==> config.mk <==
export PLATFORM = sky130hd
export DESIGN_NAME = imm_gen_pipe
export DESIGN_NICKNAME = d
export VERILOG_FILES = /design/src/rtl/imm_gen_pipe.sv
export SDC_FILE = /design/constraint.sdc
export NUM_CORES = 1
export LEC_CHECK = 0
export ABC_AREA = 1
export BUFFER_PORTS_ARGS = -buffer_cell sky130_fd_sc_hd__buf_2
export CORE_MARGIN = 3
export CORE_UTILIZATION = 40
export CTS_CLUSTER_SIZE = 16
export DETAILED_ROUTE_END_ITERATION = 8
export SYNTH_ARGS = -nofsm -noshare
export SYNTH_HDL_FRONTEND = slang
export SYNTH_SLANG_ARGS = --single-unit
==> constraint.sdc <==
create_clock -name clk -period 3.4 [get_ports clk]
set_input_delay 0.51 -clock clk [delete_from_list [all_inputs] [get_ports clk]]
set_output_delay 0.51 -clock clk [all_outputs]
set_load 0.01 [all_outputs]
==> src/rtl/imm_gen_pipe.sv <==
// Buffered RV32/RV64 immediate generator: decodes I/S/B/U/J immediates at enqueue
// into a DEPTH-entry FIFO. Optional feature macro: IMM_SHAMT_EN (zero-extended shamt).
module imm_gen_pipe #(
  parameter int unsigned XLEN  = 64,
  parameter int unsigned DEPTH = 2
) (
  input  logic            clk,
  input  logic            reset,
  input  logic            flush,
  input  logic            in_valid,
  output logic            in_ready,
  input  logic [31:0]     inst,
  output logic            out_valid,
  input  logic            out_ready,
  output logic [XLEN-1:0] out_imm,
  output logic [2:0]      out_fmt,
  output logic            out_illegal
);

  localparam int unsigned PW = (DEPTH > 1) ? $clog2(DEPTH) : 1;
  localparam int unsigned CW = $clog2(DEPTH + 1);

  localparam logic [6:0] OP_LOAD   = 7'b0000011;
  localparam logic [6:0] OP_IMM    = 7'b0010011;
  localparam logic [6:0] OP_JALR   = 7'b1100111;
  localparam logic [6:0] OP_IMM32  = 7'b0011011;
  localparam logic [6:0] OP_STORE  = 7'b0100011;
  localparam logic [6:0] OP_BRANCH = 7'b1100011;
  localparam logic [6:0] OP_LUI    = 7'b0110111;
  localparam logic [6:0] OP_AUIPC  = 7'b0010111;
  localparam logic [6:0] OP_JAL    = 7'b1101111;

  localparam logic [2:0] FMT_I    = 3'd0;
  localparam logic [2:0] FMT_S    = 3'd1;
  localparam logic [2:0] FMT_B    = 3'd2;
  localparam logic [2:0] FMT_U    = 3'd3;
  localparam logic [2:0] FMT_J    = 3'd4;
  localparam logic [2:0] FMT_NONE = 3'd7;

  typedef struct packed {
    logic [XLEN-1:0] imm;
    logic [2:0]      fmt;
    logic            illegal;
  } entry_t;

  entry_t          mem [DEPTH];
  entry_t          dec;
  entry_t          head;
  logic [63:0]     wide;
  logic [PW-1:0]   wr_ptr, rd_ptr;
  logic [CW-1:0]   count;
  logic            push, pop;

  function automatic logic [PW-1:0] nxt_ptr(input logic [PW-1:0] p);
    return (p == PW'(DEPTH - 1)) ? '0 : p + PW'(1);
  endfunction

  // Immediate decode; computed 64 bits wide, then truncated to XLEN
  always_comb begin
    wide        = '0;
    dec         = '0;
    dec.fmt     = FMT_I;
    dec.illegal = 1'b0;
    case (inst[6:0])
      OP_LOAD, OP_JALR: wide = {{52{inst[31]}}, inst[31:20]};
      OP_IMM: begin
        wide = {{52{inst[31]}}, inst[31:20]};
`ifdef IMM_SHAMT_EN
        if (inst[13:12] == 2'b01)
          wide = (XLEN == 64) ? {58'b0, inst[25:20]} : {59'b0, inst[24:20]};
`endif
      end
      OP_IMM32: begin
        if (XLEN == 64) begin
          wide = {{52{inst[31]}}, inst[31:20]};
`ifdef IMM_SHAMT_EN
          if (inst[13:12] == 2'b01) wide = {59'b0, inst[24:20]};
`endif
        end else begin
          dec.fmt     = FMT_NONE;
          dec.illegal = 1'b1;
        end
      end
      OP_STORE: begin
        wide    = {{52{inst[31]}}, inst[31:25], inst[11:7]};
        dec.fmt = FMT_S;
      end
      OP_BRANCH: begin
        wide    = {{51{inst[31]}}, inst[31], inst[7], inst[30:25], inst[11:8], 1'b0};
        dec.fmt = FMT_B;
      end
      OP_LUI, OP_AUIPC: begin
        wide    = {{32{inst[31]}}, inst[31:12], 12'b0};
        dec.fmt = FMT_U;
      end
      OP_JAL: begin
        wide    = {{43{inst[31]}}, inst[31], inst[19:12], inst[20], inst[30:21], 1'b0};
        dec.fmt = FMT_J;
      end
      default: begin
        dec.fmt     = FMT_NONE;
        dec.illegal = 1'b1;
      end
    endcase
    dec.imm = wide[XLEN-1:0];
  end

  assign in_ready  = (count != CW'(DEPTH));
  assign out_valid = (count != '0);
  assign push      = in_valid & in_ready;
  assign pop       = out_valid & out_ready;

  // Circular buffer; flush wins over push/pop
  always_ff @(posedge clk or posedge reset) begin
    if (reset) begin
      count  <= '0;
      wr_ptr <= '0;
      rd_ptr <= '0;
      for (int i = 0; i < int'(DEPTH); i++) mem[i] <= '0;
    end else if (flush) begin
      count  <= '0;
      wr_ptr <= '0;
      rd_ptr <= '0;
    end else begin
      if (push) begin
        mem[wr_ptr] <= dec;
        wr_ptr      <= nxt_ptr(wr_ptr);
      end
      if (pop) rd_ptr <= nxt_ptr(rd_ptr);
      if (push && !pop)      count <= count + CW'(1);
      else if (pop && !push) count <= count - CW'(1);
    end
  end

  // Outputs forced to zero while the buffer is empty
  assign head        = out_valid ? mem[rd_ptr] : '0;
  assign out_imm     = head.imm;
  assign out_fmt     = head.fmt;
  assign out_illegal = head.illegal;

endmodule
# Word-level counts from Yosys, hierarchy flattened

Index checks and enable logic that the tools add are counted.
W data, S select, Z words.

Bits of input ports: 37
Register bits: 140
Output and inout bits: 70
Word-level logic and storage cells: 63

Multiplexer cells: 19
$add $sub $neg: 4
$lt $le $gt $ge: 3
Equal/unequal tests: 10
Reduce and logical (&&, ||, !) cells: 13
Bitwise logic cells: 5

Operators with widths:

| cell                  | count |
|---|---|
| $mux W68              | 5 |
| $pmux W64 S5          | 1 |
| $bwmux W136           | 1 |
| $demux W68 S1         | 1 |
| $eq A7 B5 Y1 const B  | 3 |
| $eq A7 B7 Y1 const B  | 3 |
| $pmux W3 S5           | 1 |
| $eq A7 B6 Y1 const B  | 2 |
| $reduce_or A9 Y1      | 1 |
| $eq A7 B2 Y1 const B  | 1 |
| $mux W1               | 7 |
| $mux W2               | 3 |
| $reduce_bool A2 Y1    | 3 |
| $ge A2 B2 Y1 const B  | 2 |
| $not A1 Y2            | 2 |
| $reduce_or A4 Y1      | 1 |
| $logic_and A1 B1 Y1   | 3 |
| $reduce_bool A3 Y1    | 1 |
| $add A1 B1 Y1 const B | 2 |
| $add A2 B1 Y2 const B | 1 |
| $and A1 B1 Y1         | 2 |
| $logic_not A1 Y1      | 2 |
| $lt A2 B1 Y1 const B  | 1 |
| $ne A2 B2 Y1 const B  | 1 |
| other kinds (4)       | 4 |

# Longest topological paths before layout

Depth after elaboration: 7
Mapped depth: 11

# Worst setup path before layout

No wires, ideal clock.

Kind: flip-flop to output port
Start point: register rd_ptr
End point: output out_imm[32]
Stages on the path, launching flop included: 8
Required time: 2890 ps
Path buffers: 4
Arrival time: 2646 ps
Slack: 244 ps
Cell sequence: dfrtp_1 -> clkbuf_1 -> inv_1 -> buf_2 -> buf_2 -> nand2_1 -> a21oi_1 -> buf_4

Cells in the longest elaborated chain, start to end: 5

RTL lines:

| element                                     | RTL line | RTL |
|---|---|---|
| start, declared                             | 50       | `logic [PW-1:0] wr_ptr, rd_ptr;` |
| start signal, assigned                      | 129      | `if (pop) rd_ptr <= nxt_ptr(rd_ptr);` |
| $not A1 Y2 (not written as such)            | 136      | `assign head = out_valid ? mem[rd_ptr] : '0;` |
| $mux W68 (not written as such) (3 in a row) | 136      |  |
| $mux W68                                    | 136      |  |
| end, declared                               | 15       | `output logic [XLEN-1:0] out_imm,` |

Every way passes these cells. The select of a mux whose other input is x is not followed.

# Worst setup path after layout

Start point: register rd_ptr
End point: output out_fmt[2]

Cells in the longest elaborated chain, start to end: 5

RTL lines:

| element                                     | RTL line | RTL |
|---|---|---|
| $not A1 Y2 (not written as such)            | 136      |  |
| $mux W68 (not written as such) (3 in a row) | 136      |  |
| $mux W68                                    | 136      |  |
| end, declared                               | 16       | `output logic [2:0] out_fmt,` |

Every way passes these cells. The select of a mux whose other input is x is not followed.

==> flow_summary_export.csv <==
group,metric,value,unit
status,status,"finished clean",
floorplan,fp.dieArea,12950,µm²
timing,slew_viol_final,0,
critical_path,crit_required,2.89,ns
final_layout,final_cells,918,
placement,port_buffers,106,
timing,slew_headroom,22.07,%
clocking,clk_pin_slew,0.06,ns
routing,viasPerCell,4.972,
timing,period_minus_slack,2.402,ns
final_layout,final_cell_mix,"nand2_1, buf_2, dfrtp_1",
power_and_ir_drop,p_leak,3.212,nW
routing,wirelength,13320,µm
clocking,clk_latency,0.33,ns
clocking,cts-root-buf,"clkbuf_16",
critical_path,crit_arrival,1.89,ns
clocking,postCtsSetupBuffers,0,
clocking,cts_resized,0,
synthesis,synth_cell_types,18,
synthesis,syn-num-nets,751,
floorplan,die_h,113.8,µm
timing,tightest_slew,1.167,ns
critical_path,slowest_stage,"inv_1",
clocking,ctsHoldBuffers,0,
final_layout,drive_gt1_share,19.15,%
timing,tns,0,ns
clocking,cts_tree,"built",
synthesis,synth_seq_cells,76,
timing,skew,0.007492,ns
synthesis,synth.avg_cell_area,6.508,µm²
min_path,hold_path_class,"primary input to async pin",
routing,detail_route.wl_per_cell,14.51,µm
global_routing,track_usage,21.19,%
final_layout,fillers,1178,
routing,drc,0,
power_and_ir_drop,swShare,31.93,%
clocking,numCtsBuffers,9,
floorplan,start_util,41.95,%
critical_path,critPathMaxStageDelay,0.41,ns
power_and_ir_drop,power_frac_comb,21.3,%
clocking,htreeDepth,3,
global_routing,grt_max_degree,55,
critical_path,r2r-start,"count[1]",
power_and_ir_drop,p_clk_share,38.7,%
routing,drtAntennaViolNets,0,
run,maxCapViolations,0,
power_and_ir_drop,vdd_drop_max,0.3176,mV
power_and_ir_drop,seqPwrFrac,39.9,%
synthesis,syn_inst,714,
final_layout,n_antenna_cell,0,
timing,rsz0062_at_grt,"false",
critical_path,worstSetupStartpointType,"register",
power_and_ir_drop,internal-power,1.815,mW
global_routing,grt_pass1_vias,4302,
critical_path,end_kind,"output port",
floorplan,coreArea,11080,µm²
critical_path,worstSetupPathType,"register to output port",
placement,placed_area,5004,µm²
global_routing,grt_first_pass_wirelength,21630,µm
critical_path,critPathLaunch,"rd_ptr",
critical_path,crit_path_max_fanout,14,
timing,setup_slack,0.9977,ns
critical_path,crit_chain,"inv_1 > buf_4 > nand2_1 > a21oi_1 > buf_2",
timing,max_freq,0.4163,GHz
final_layout,fin_util,48.02,%
synthesis,yosysSeqAreaShare,40.93,%
floorplan,fp-row-count,38,
timing,finalCritPeriodShare,70.65,%
synthesis,yosysWarnings,0,
clocking,clkSinkCount,76,
power_and_ir_drop,power-per-cell-area,501.3,nW/µm²
placement,place_ws,0.7669,ns
synthesis,synth_area,4647,µm²
global_routing,overflow,0,
routing,drt-initial-drc-count,304,
final_layout,final_cell_area,5320,µm²
power_and_ir_drop,p_switching,0.8517,mW
clocking,clockBufferDepth,2,
routing,num_vias,4564,
placement,place.gp.congestion,0.8858,
final_layout,final_common_cell,"nand2_1",
final_layout,syn2layout_area_growth,14.49,%
floorplan,die_w,113.8,µm
global_routing,grt_antenna_before_repair,0,
routing,dr.pass1.iters,5,
timing,setup_viol,0,
timing,holdWs,0.4770,ns
timing,hold_viol_final,0,
floorplan,io-pin-count,107,
placement,place_inst,902,
power_and_ir_drop,p_total,2.667,mW
placement,dpl.hpwl,8628,µm
final_layout,nNetsFinal,810,
power by group through the flow:
stage               Sequential (mW)  Combinational [mW]  Clock (mW)
detailed placement             1.08               0.574           0
global placement               1.08               0.564           0
CTS                            1.06               0.576        1.05
floorplan                      1.07               0.390           0
finish                         1.06               0.569        1.03
global route                   1.08               0.639        1.09
path summary, 6_finish.rpt:
kind | endpoint | slack, ns | depth (start not counted)
worst max register to register | mem[68] | 1.40 | 7
min in group clk | mem[80] | 0.48 | 2
worst min register to register | mem[80] | 0.48 | 2
worst max-delay path | out_fmt[2] | 1.0 | 5
max in group asynchronous | mem[85] | 2.09 | 3
worst min-delay path | mem[100] | 0.48 | 2
cells by family after synthesis:
kind of cell | after synthesis | synth area share [%]
AOI/OAI and AO/OA | 44 | 4.793
buffers and inverters | 97 | 11.55
DFF | 76 | 40.93
and+or+nand+nor | 497 | 42.73
layout make-up:
| class | count | area [µm²] | share of cell area, % |
|---|---|---|---|
| Timing Repair Buffer | 117 | 613.1 | 11.52 |
| Tap cell | 140 | 175.2 | 3.293 |
| Inverter | 28 | 105.1 | 1.976 |
| Multi-Input combinational cell | 541 | 2208 | 41.51 |
| Sequential cell | 76 | 1902 | 35.75 |
| Clock buffer | 10 | 229.0 | 4.304 |
| Clock inverter | 6 | 87.58 | 1.646 |
sequential cells by signal (all words and copies together) (netlist names):
signal and count:
mem 72, rd_ptr 1, count 2, wr_ptr 1
critical path: cells and delay by family, from the launching register on:
kind            cells  cell delay, ns
flops               1            0.37
compound gates      1            0.20
simple gates        1            0.07
buf+inv             3            0.91
cell usage after synthesis:
| master | instances | share of area, % |
|---|---|---|
| nor3_1 | 1 | 0.11 |
| buf_4 | 32 | 5.2 |
| nand2_2 | 5 | 0.67 |
| dfrtp_1 | 76 | 41 |
| buf_6 | 3 | 0.73 |
| a21oi_1 | 38 | 4.1 |
| nor3_4 | 1 | 0.35 |
| inv_1 | 24 | 1.9 |
| nand3_1 | 55 | 5.9 |
| nand2_1 | 382 | 31 |
| o211ai_1 | 1 | 0.16 |
| nor2_2 | 4 | 0.54 |
| nor2_1 | 47 | 3.8 |
| o21ai_0 | 5 | 0.54 |
| buf_2 | 24 | 2.6 |
| inv_2 | 4 | 0.32 |
| nor2_4 | 2 | 0.48 |
| clkbuf_1 | 10 | 0.81 |
routing by layer:
layer	routed length (µm)	GRT usage (%)	vias to the layer above
met3	808	3.342	15
met4	208	7.363	0
met2	6274	35.73	139
li1	-	-	2279
met5	0	0	-
met1	6032	27.76	2131
Power figures use the tool's default switching activity.
